<file path="src/rtl/vec_strided_lsu.sv">
// Strided vector load/store unit: walks vl elements at base + i*stride over a
// single-outstanding word memory port, extracting loads and lane-packing stores.
module vec_strided_lsu #(
  parameter int unsigned VL_W = 6
) (
  input  logic            clk,
  input  logic            reset,
  input  logic            cmd_valid,
  output logic            cmd_ready,
  input  logic            cmd_store,
  input  logic [31:0]     cmd_base,
  input  logic [31:0]     cmd_stride,
  input  logic [VL_W-1:0] cmd_vl,
  input  logic [1:0]      cmd_sew,
  output logic            busy,
  output logic            done,
  output logic            err,
  output logic            mem_valid,
  input  logic            mem_ready,
  output logic [31:0]     mem_addr,
  output logic [31:0]     mem_wdata,
  output logic [3:0]      mem_wstrb,
  input  logic [31:0]     mem_rdata,
  output logic            elem_we,
  output logic [VL_W-1:0] elem_idx,
  output logic [31:0]     elem_wdata,
  output logic [VL_W-1:0] elem_ridx,
  input  logic [31:0]     elem_rdata
);

  typedef enum logic [1:0] {StIdle, StIssue, StReq, StDone} state_e;

  state_e          state_q, state_d;
  logic            store_q, store_d;
  logic [31:0]     stride_q, stride_d;
  logic [VL_W-1:0] vl_q, vl_d;
  logic [1:0]      sew_q, sew_d;
  logic [VL_W-1:0] i_q, i_d;
  logic [31:0]     a_q, a_d;
  logic            mem_valid_q, mem_valid_d;
  logic [31:0]     mem_addr_q, mem_addr_d;
  logic [31:0]     mem_wdata_q, mem_wdata_d;
  logic [3:0]      mem_wstrb_q, mem_wstrb_d;
  logic            elem_we_q, elem_we_d;
  logic [VL_W-1:0] elem_idx_q, elem_idx_d;
  logic [31:0]     elem_wdata_q, elem_wdata_d;
  logic [VL_W-1:0] elem_ridx_q, elem_ridx_d;
  logic            done_q, done_d;
  logic            err_q, err_d;

  logic [1:0]  off;
  logic [4:0]  lane_shift;
  logic [31:0] sew_mask;
  logic [3:0]  sew_strb;
  logic        align_ok;

  assign off        = a_q[1:0];
  assign lane_shift = {off, 3'b000};

  always_comb begin
    sew_mask = 32'hffff_ffff;
    sew_strb = 4'b1111;
    align_ok = 1'b0;
    unique case (sew_q)
      2'd0: begin sew_mask = 32'h0000_00ff; sew_strb = 4'b0001; align_ok = 1'b1; end
      2'd1: begin sew_mask = 32'h0000_ffff; sew_strb = 4'b0011; align_ok = ~off[0]; end
      2'd2: align_ok = (off == 2'd0);
      2'd3: align_ok = 1'b0;
    endcase
  end

  always_comb begin
    state_d      = state_q;
    store_d      = store_q;
    stride_d     = stride_q;
    vl_d         = vl_q;
    sew_d        = sew_q;
    i_d          = i_q;
    a_d          = a_q;
    mem_valid_d  = mem_valid_q;
    mem_addr_d   = mem_addr_q;
    mem_wdata_d  = mem_wdata_q;
    mem_wstrb_d  = mem_wstrb_q;
    elem_we_d    = 1'b0;
    elem_idx_d   = elem_idx_q;
    elem_wdata_d = elem_wdata_q;
    elem_ridx_d  = elem_ridx_q;
    done_d       = 1'b0;
    err_d        = 1'b0;
    unique case (state_q)
      StIdle: begin
        if (cmd_valid) begin
          store_d     = cmd_store;
          stride_d    = cmd_stride;
          vl_d        = cmd_vl;
          sew_d       = cmd_sew;
          i_d         = '0;
          a_d         = cmd_base;
          elem_ridx_d = '0;
          state_d     = StIssue;
        end
      end
      StIssue: begin
        if (i_q == vl_q) begin
          done_d  = 1'b1;
          state_d = StDone;
        end else if (!align_ok) begin
          done_d  = 1'b1;
          err_d   = 1'b1;
          state_d = StDone;
        end else begin
          mem_valid_d = 1'b1;
          mem_addr_d  = {a_q[31:2], 2'b00};
          mem_wdata_d = store_q ? ((elem_rdata & sew_mask) << lane_shift) : 32'h0;
          mem_wstrb_d = store_q ? (sew_strb << off) : 4'b0000;
          state_d     = StReq;
        end
      end
      StReq: begin
        if (mem_ready) begin
          mem_valid_d = 1'b0;
          mem_wdata_d = 32'h0;
          mem_wstrb_d = 4'b0000;
          if (!store_q) begin
            elem_we_d    = 1'b1;
            elem_idx_d   = i_q;
            elem_wdata_d = (mem_rdata >> lane_shift) & sew_mask;
          end
          i_d         = i_q + 1'b1;
          a_d         = a_q + stride_q;
          elem_ridx_d = i_q + 1'b1;
          state_d     = StIssue;
        end
      end
      StDone: state_d = StIdle;
    endcase
  end

  always_ff @(posedge clk or posedge reset) begin
    if (reset) begin
      state_q      <= StIdle;
      store_q      <= 1'b0;
      stride_q     <= '0;
      vl_q         <= '0;
      sew_q        <= '0;
      i_q          <= '0;
      a_q          <= '0;
      mem_valid_q  <= 1'b0;
      mem_addr_q   <= '0;
      mem_wdata_q  <= '0;
      mem_wstrb_q  <= '0;
      elem_we_q    <= 1'b0;
      elem_idx_q   <= '0;
      elem_wdata_q <= '0;
      elem_ridx_q  <= '0;
      done_q       <= 1'b0;
      err_q        <= 1'b0;
    end else begin
      state_q      <= state_d;
      store_q      <= store_d;
      stride_q     <= stride_d;
      vl_q         <= vl_d;
      sew_q        <= sew_d;
      i_q          <= i_d;
      a_q          <= a_d;
      mem_valid_q  <= mem_valid_d;
      mem_addr_q   <= mem_addr_d;
      mem_wdata_q  <= mem_wdata_d;
      mem_wstrb_q  <= mem_wstrb_d;
      elem_we_q    <= elem_we_d;
      elem_idx_q   <= elem_idx_d;
      elem_wdata_q <= elem_wdata_d;
      elem_ridx_q  <= elem_ridx_d;
      done_q       <= done_d;
      err_q        <= err_d;
    end
  end

  assign cmd_ready  = (state_q == StIdle);
  assign busy       = (state_q != StIdle);
  assign done       = done_q;
  assign err        = err_q;
  assign mem_valid  = mem_valid_q;
  assign mem_addr   = mem_addr_q;
  assign mem_wdata  = mem_wdata_q;
  assign mem_wstrb  = mem_wstrb_q;
  assign elem_we    = elem_we_q;
  assign elem_idx   = elem_idx_q;
  assign elem_wdata = elem_wdata_q;
  assign elem_ridx  = elem_ridx_q;

endmodule

</file>
<file path="config.mk">
export PLATFORM = sky130hd
export DESIGN_NAME = vec_strided_lsu
export DESIGN_NICKNAME = d
export VERILOG_FILES = /design/src/rtl/vec_strided_lsu.sv
export SDC_FILE = /design/constraint.sdc
export NUM_CORES = 1
export LEC_CHECK = 0
export CAP_MARGIN = 0
export CORE_MARGIN = 2
export CORE_UTILIZATION = 55
export DETAILED_ROUTE_END_ITERATION = 10
export DONT_BUFFER_PORTS = 1
export PLACE_DENSITY = 0.73
export SLEW_MARGIN = 10
export SYNTH_ARGS = -nofsm -noshare
export SYNTH_HDL_FRONTEND = slang
export SYNTH_SLANG_ARGS = --single-unit
</file>
<file path="constraint.sdc">
create_clock -name clk -period 5.3 [get_ports clk]
set_clock_uncertainty 0.15 [all_clocks]
set_input_delay 0.265 -clock clk [delete_from_list [all_inputs] [get_ports clk]]
set_output_delay 0.265 -clock clk [all_outputs]
set_load 0.01 [all_outputs]
</file>
==> Implementation_results.wiki <==
{| class="wikitable"
! Metric !! Value
|-
| Run status || complete, no violations
|-
| Floorplan die area || 0.01910 mm^2
|-
| Final total negative setup slack || 0 ps
|-
| Num rows || 49
|-
| Clock Path Buffers || 2
|-
| Worst Setup End Kind || flip-flop
|-
| Total clock buffers created by CTS || 17
|-
| H-tree levels || 4
|-
| Number of endpoints with negative hold slack in the final report || 0
|-
| Cell area power density || 658.5 mW/mm^2
|-
| Buffers on Ports || 0
|-
| Count of different cell masters after synthesis || 57
|-
| Combined global-route utilization of all metal layers || 0.2838
|-
| Post-synthesis to final-layout area growth || 17.50%
|-
| Post-synthesis async set-or-reset flop share || 1.000
|-
| Data required, critical path || 5510 ps
|-
| Routed WL || 26,950 um
|-
| Maximum fanout count along the critical path || 39
|-
| Global-route wire length before repair || 43,840 um
|-
| Most frequent cells in the layout || 257 x nand2_1, 187 x dfrtp_1, 101 x dlygate4sd3_1
|-
| Arrival time reported for the critical path endpoint || 3740 ps
|-
| Mean number of vias per cell || 5.969
|-
| Total chip power || 0.007667 W
|-
| Pin count of the biggest net entering global routing || 190
|-
| TritonCTS clock tree || built
|-
| Sequential cell area fraction in the yosys report || 0.4773
|-
| Post-detail-place hpwl || 18,040 um
|-
| Overflow left after global routing || 0
|-
| Clock tree root buffer cell || clkbuf_16
|-
| Synth area leaders || dfrtp_1 48%, nand2_1 9.7%, mux2_2 4.3%
|-
| Path category of the worst min-delay check || input pin to flip-flop
|-
| Number of gates resized after CTS || 0
|-
| DRC violation total after the first TritonRoute iteration || 513
|-
| Main combinational cell family by area after synthesis || simple AND/OR/NAND/NOR gates
|-
| RR Startpoint || state_q[1]
|-
| Setup Buffers After CTS || 0
|-
| Post-synthesis instance total || 1,070
|-
| Number of enable-type register cells in the synthesized netlist || 0
|-
| RSZ-0062 raised after global routing || no
|-
| Synthesized flop and latch total || 189
|-
| Floorplan Core Area || 0.01784 mm^2
|-
| Placer's final routability congestion estimate || 0.9184
|-
| Startpoint of the worst setup timing path || state_q[1]
|-
| Start point of the worst hold path || elem_rdata[13]
|-
| Floorplan die height || 138.2 um
|-
| Number of search-and-repair iterations in the first detailed-routing pass || 5
|-
| Worst IR drop on VDD || 0.5276 mV
|-
| Static power due to leakage || 5.371 nW
|-
| Most common library cell in the layout ignoring fill and taps || nand2_1
|-
| Mux contribution to synthesized area || 0.06541
|-
| Max_slew headroom || 0.2969
|-
| Startpoint Class || flip-flop
|-
| Die X-Extent || 138.2 um
|-
| Adder-Cell Fraction of Synth Area || 0.04243
|-
| Final ANT Viol Nets || 0
|-
| Post-layout net count || 1,311
|-
| FF+latch area || 0.004732 mm^2
|-
| Share of the synthesized area in compound gates (AO/OA/AOI/OAI) || 0.1757
|-
| Setup slack of the worst register-to-register path || 1770 ps
|-
| Number of primary I/O pins || 259
|-
| Layout cells sized above 1 || 0.08798
|-
| Max-capacitance violation count || 0
|-
| Via count of the first global-routing pass || 8,318
|-
| Post-route DRC || 0
|-
| Vias post-DR || 8,231
|-
| YS warnings || 0
|-
| Transition time at the pin with the least slew margin || 1055 ps
|-
| Clock edge transition at the registers on the reported setup and hold paths || 70 ps
|-
| Synthesized area per cell || 9.260 um^2
|-
| Synthesized cell area || 0.009908 mm^2
|-
| Ys flop type || dfrtp_1
|-
| Multi-input logic area || 0.004888 mm^2
|-
| Number of sinks on the clock net || 189
|-
| Library cell with the largest summed area after synthesis || dfrtp_1
|-
| Final number of setup-violating endpoints || 0
|-
| Basic-gate share of the synthesized area counting and, or, nand and nor cells || 0.1798
|-
| Initial antenna violation count || 1
|-
| Top cell type's share of synthesized area || 0.4773
|-
| Final min period || 3532 ps
|-
| Ratio of final minimum period to clock period || 0.6664
|-
| Fillcell total || 1,479
|-
| Worst setup path class || flip-flop to flip-flop
|-
| Parity-gate share of the synthesized area counting xor and xnor cells || 0.02740
|-
| Clock latency on the worst-skew pair || 440 ps
|-
| Total count of max-transition violations in the final report || 0
|-
| Average detailed-routed wire length per instance || 19.54 um
|-
| Initial Utilization || 0.5554
|-
| Achievable clock frequency || 283.1 MHz
|}
[Yosys cell counts, drive strengths merged, types with 10 or more instances]
cell and instances:
a31oi 10, nor3 10, a21oi 83, o31ai 14
xor2 16, a21o 12, o21ai 58, nand3 25
a22o 33, a32oi 10, nor2b 24, dfrtp 189
xnor2 15, ha 32, nor2 55, inv 16
clkbuf 49, mux2i 22, buf 15, nand2 257
mux2 38, a211oi 20
[per-stage QoR]
stage,area (um^2),util,setup slack [ps],cells,hold slack (ps)
2_1_floorplan,9916,-,2451,1071,220.4
3_3_place_gp,10060,0.5638,1926,1246,222.4
3_5_place_dp,10060,0.5638,1814,1246,226.2
4_1_cts,11640,0.6523,1791,1377,2.524
5_1_grt,11640,0.6523,1491,1377,25.13
6_report,11640,0.6526,1768,1379,14.15
[sequential cells by signal, indices dropped and copies added (netlist names), 2 cells and up]
| signal | cells |
|---|---|
| a_q | 32 |
| elem_idx | 6 |
| elem_ridx | 6 |
| elem_wdata | 32 |
| mem_addr | 30 |
| mem_wdata | 32 |
| mem_wstrb | 4 |
| sew_q | 2 |
| state_q | 2 |
| stride_q | 32 |
| vl_q | 6 |
[cell families after synthesis]
kind of cell	Yosys count
and+or+nand+nor	414
AOI/OAI and AO/OA	262
DFF	189
buffers and inverters	80
muxes	60
adders and majority gates	33
xor gates and xnor gates	31
other	1
[worst max-delay path, stage by stage (launching register included)]
cell      delay [ps]
dfrtp_1          390
nor2b_2          840
and2_1           490
nand2b_1          90
buf_4            270
inv_1            640
and2_1           390
a22o_1           190
[routing by layer]
layer,track usage,part of all wire
met3,0.07239,0.071
met1,0.3574,0.41
met5,0,0
met4,0.09291,0.016
met2,0.4815,0.50
[final cells by class]
cell class              instances  area share
diodes                          2   0.0004299
inverters                      16    0.005481
repair buffers                111     0.09436
clock buffers                  18     0.03686
multi-input cells             802      0.4199
clock inverters                12     0.01193
well taps                     229     0.02461
flip-flops and latches        189      0.4064
[what timing repair did]
action / CTS / global route
endpoints found under the setup margin: 0 / 0
hold buffers: 101 / 0
hold endpoints to repair: 310 / 0
[worst paths after layout]
kind,end,cells past startpoint
worst max-delay path,elem_wdata[14],7
worst min-delay path,mem_wdata[13],4
worst max register to register,elem_wdata[14],7
worst min register to register,stride_q[19],2
max in group asynchronous,mem_wdata[20],3
min in group asynchronous,mem_wdata[9],3
[power breakdown]
group | internal (W) | switching [W] | total, W | leakage [nW]
logic | 0.00150 | 0.00222 | 0.00372 | 2.70
clock network | 0.000697 | 0.000573 | 0.00127 | 0.271
registers | 0.00204 | 0.000637 | 0.00268 | 2.40
total | 0.00424 | 0.00343 | 0.00767 | 5.37
No activity file was read; power rests on OpenSTA's default activity.
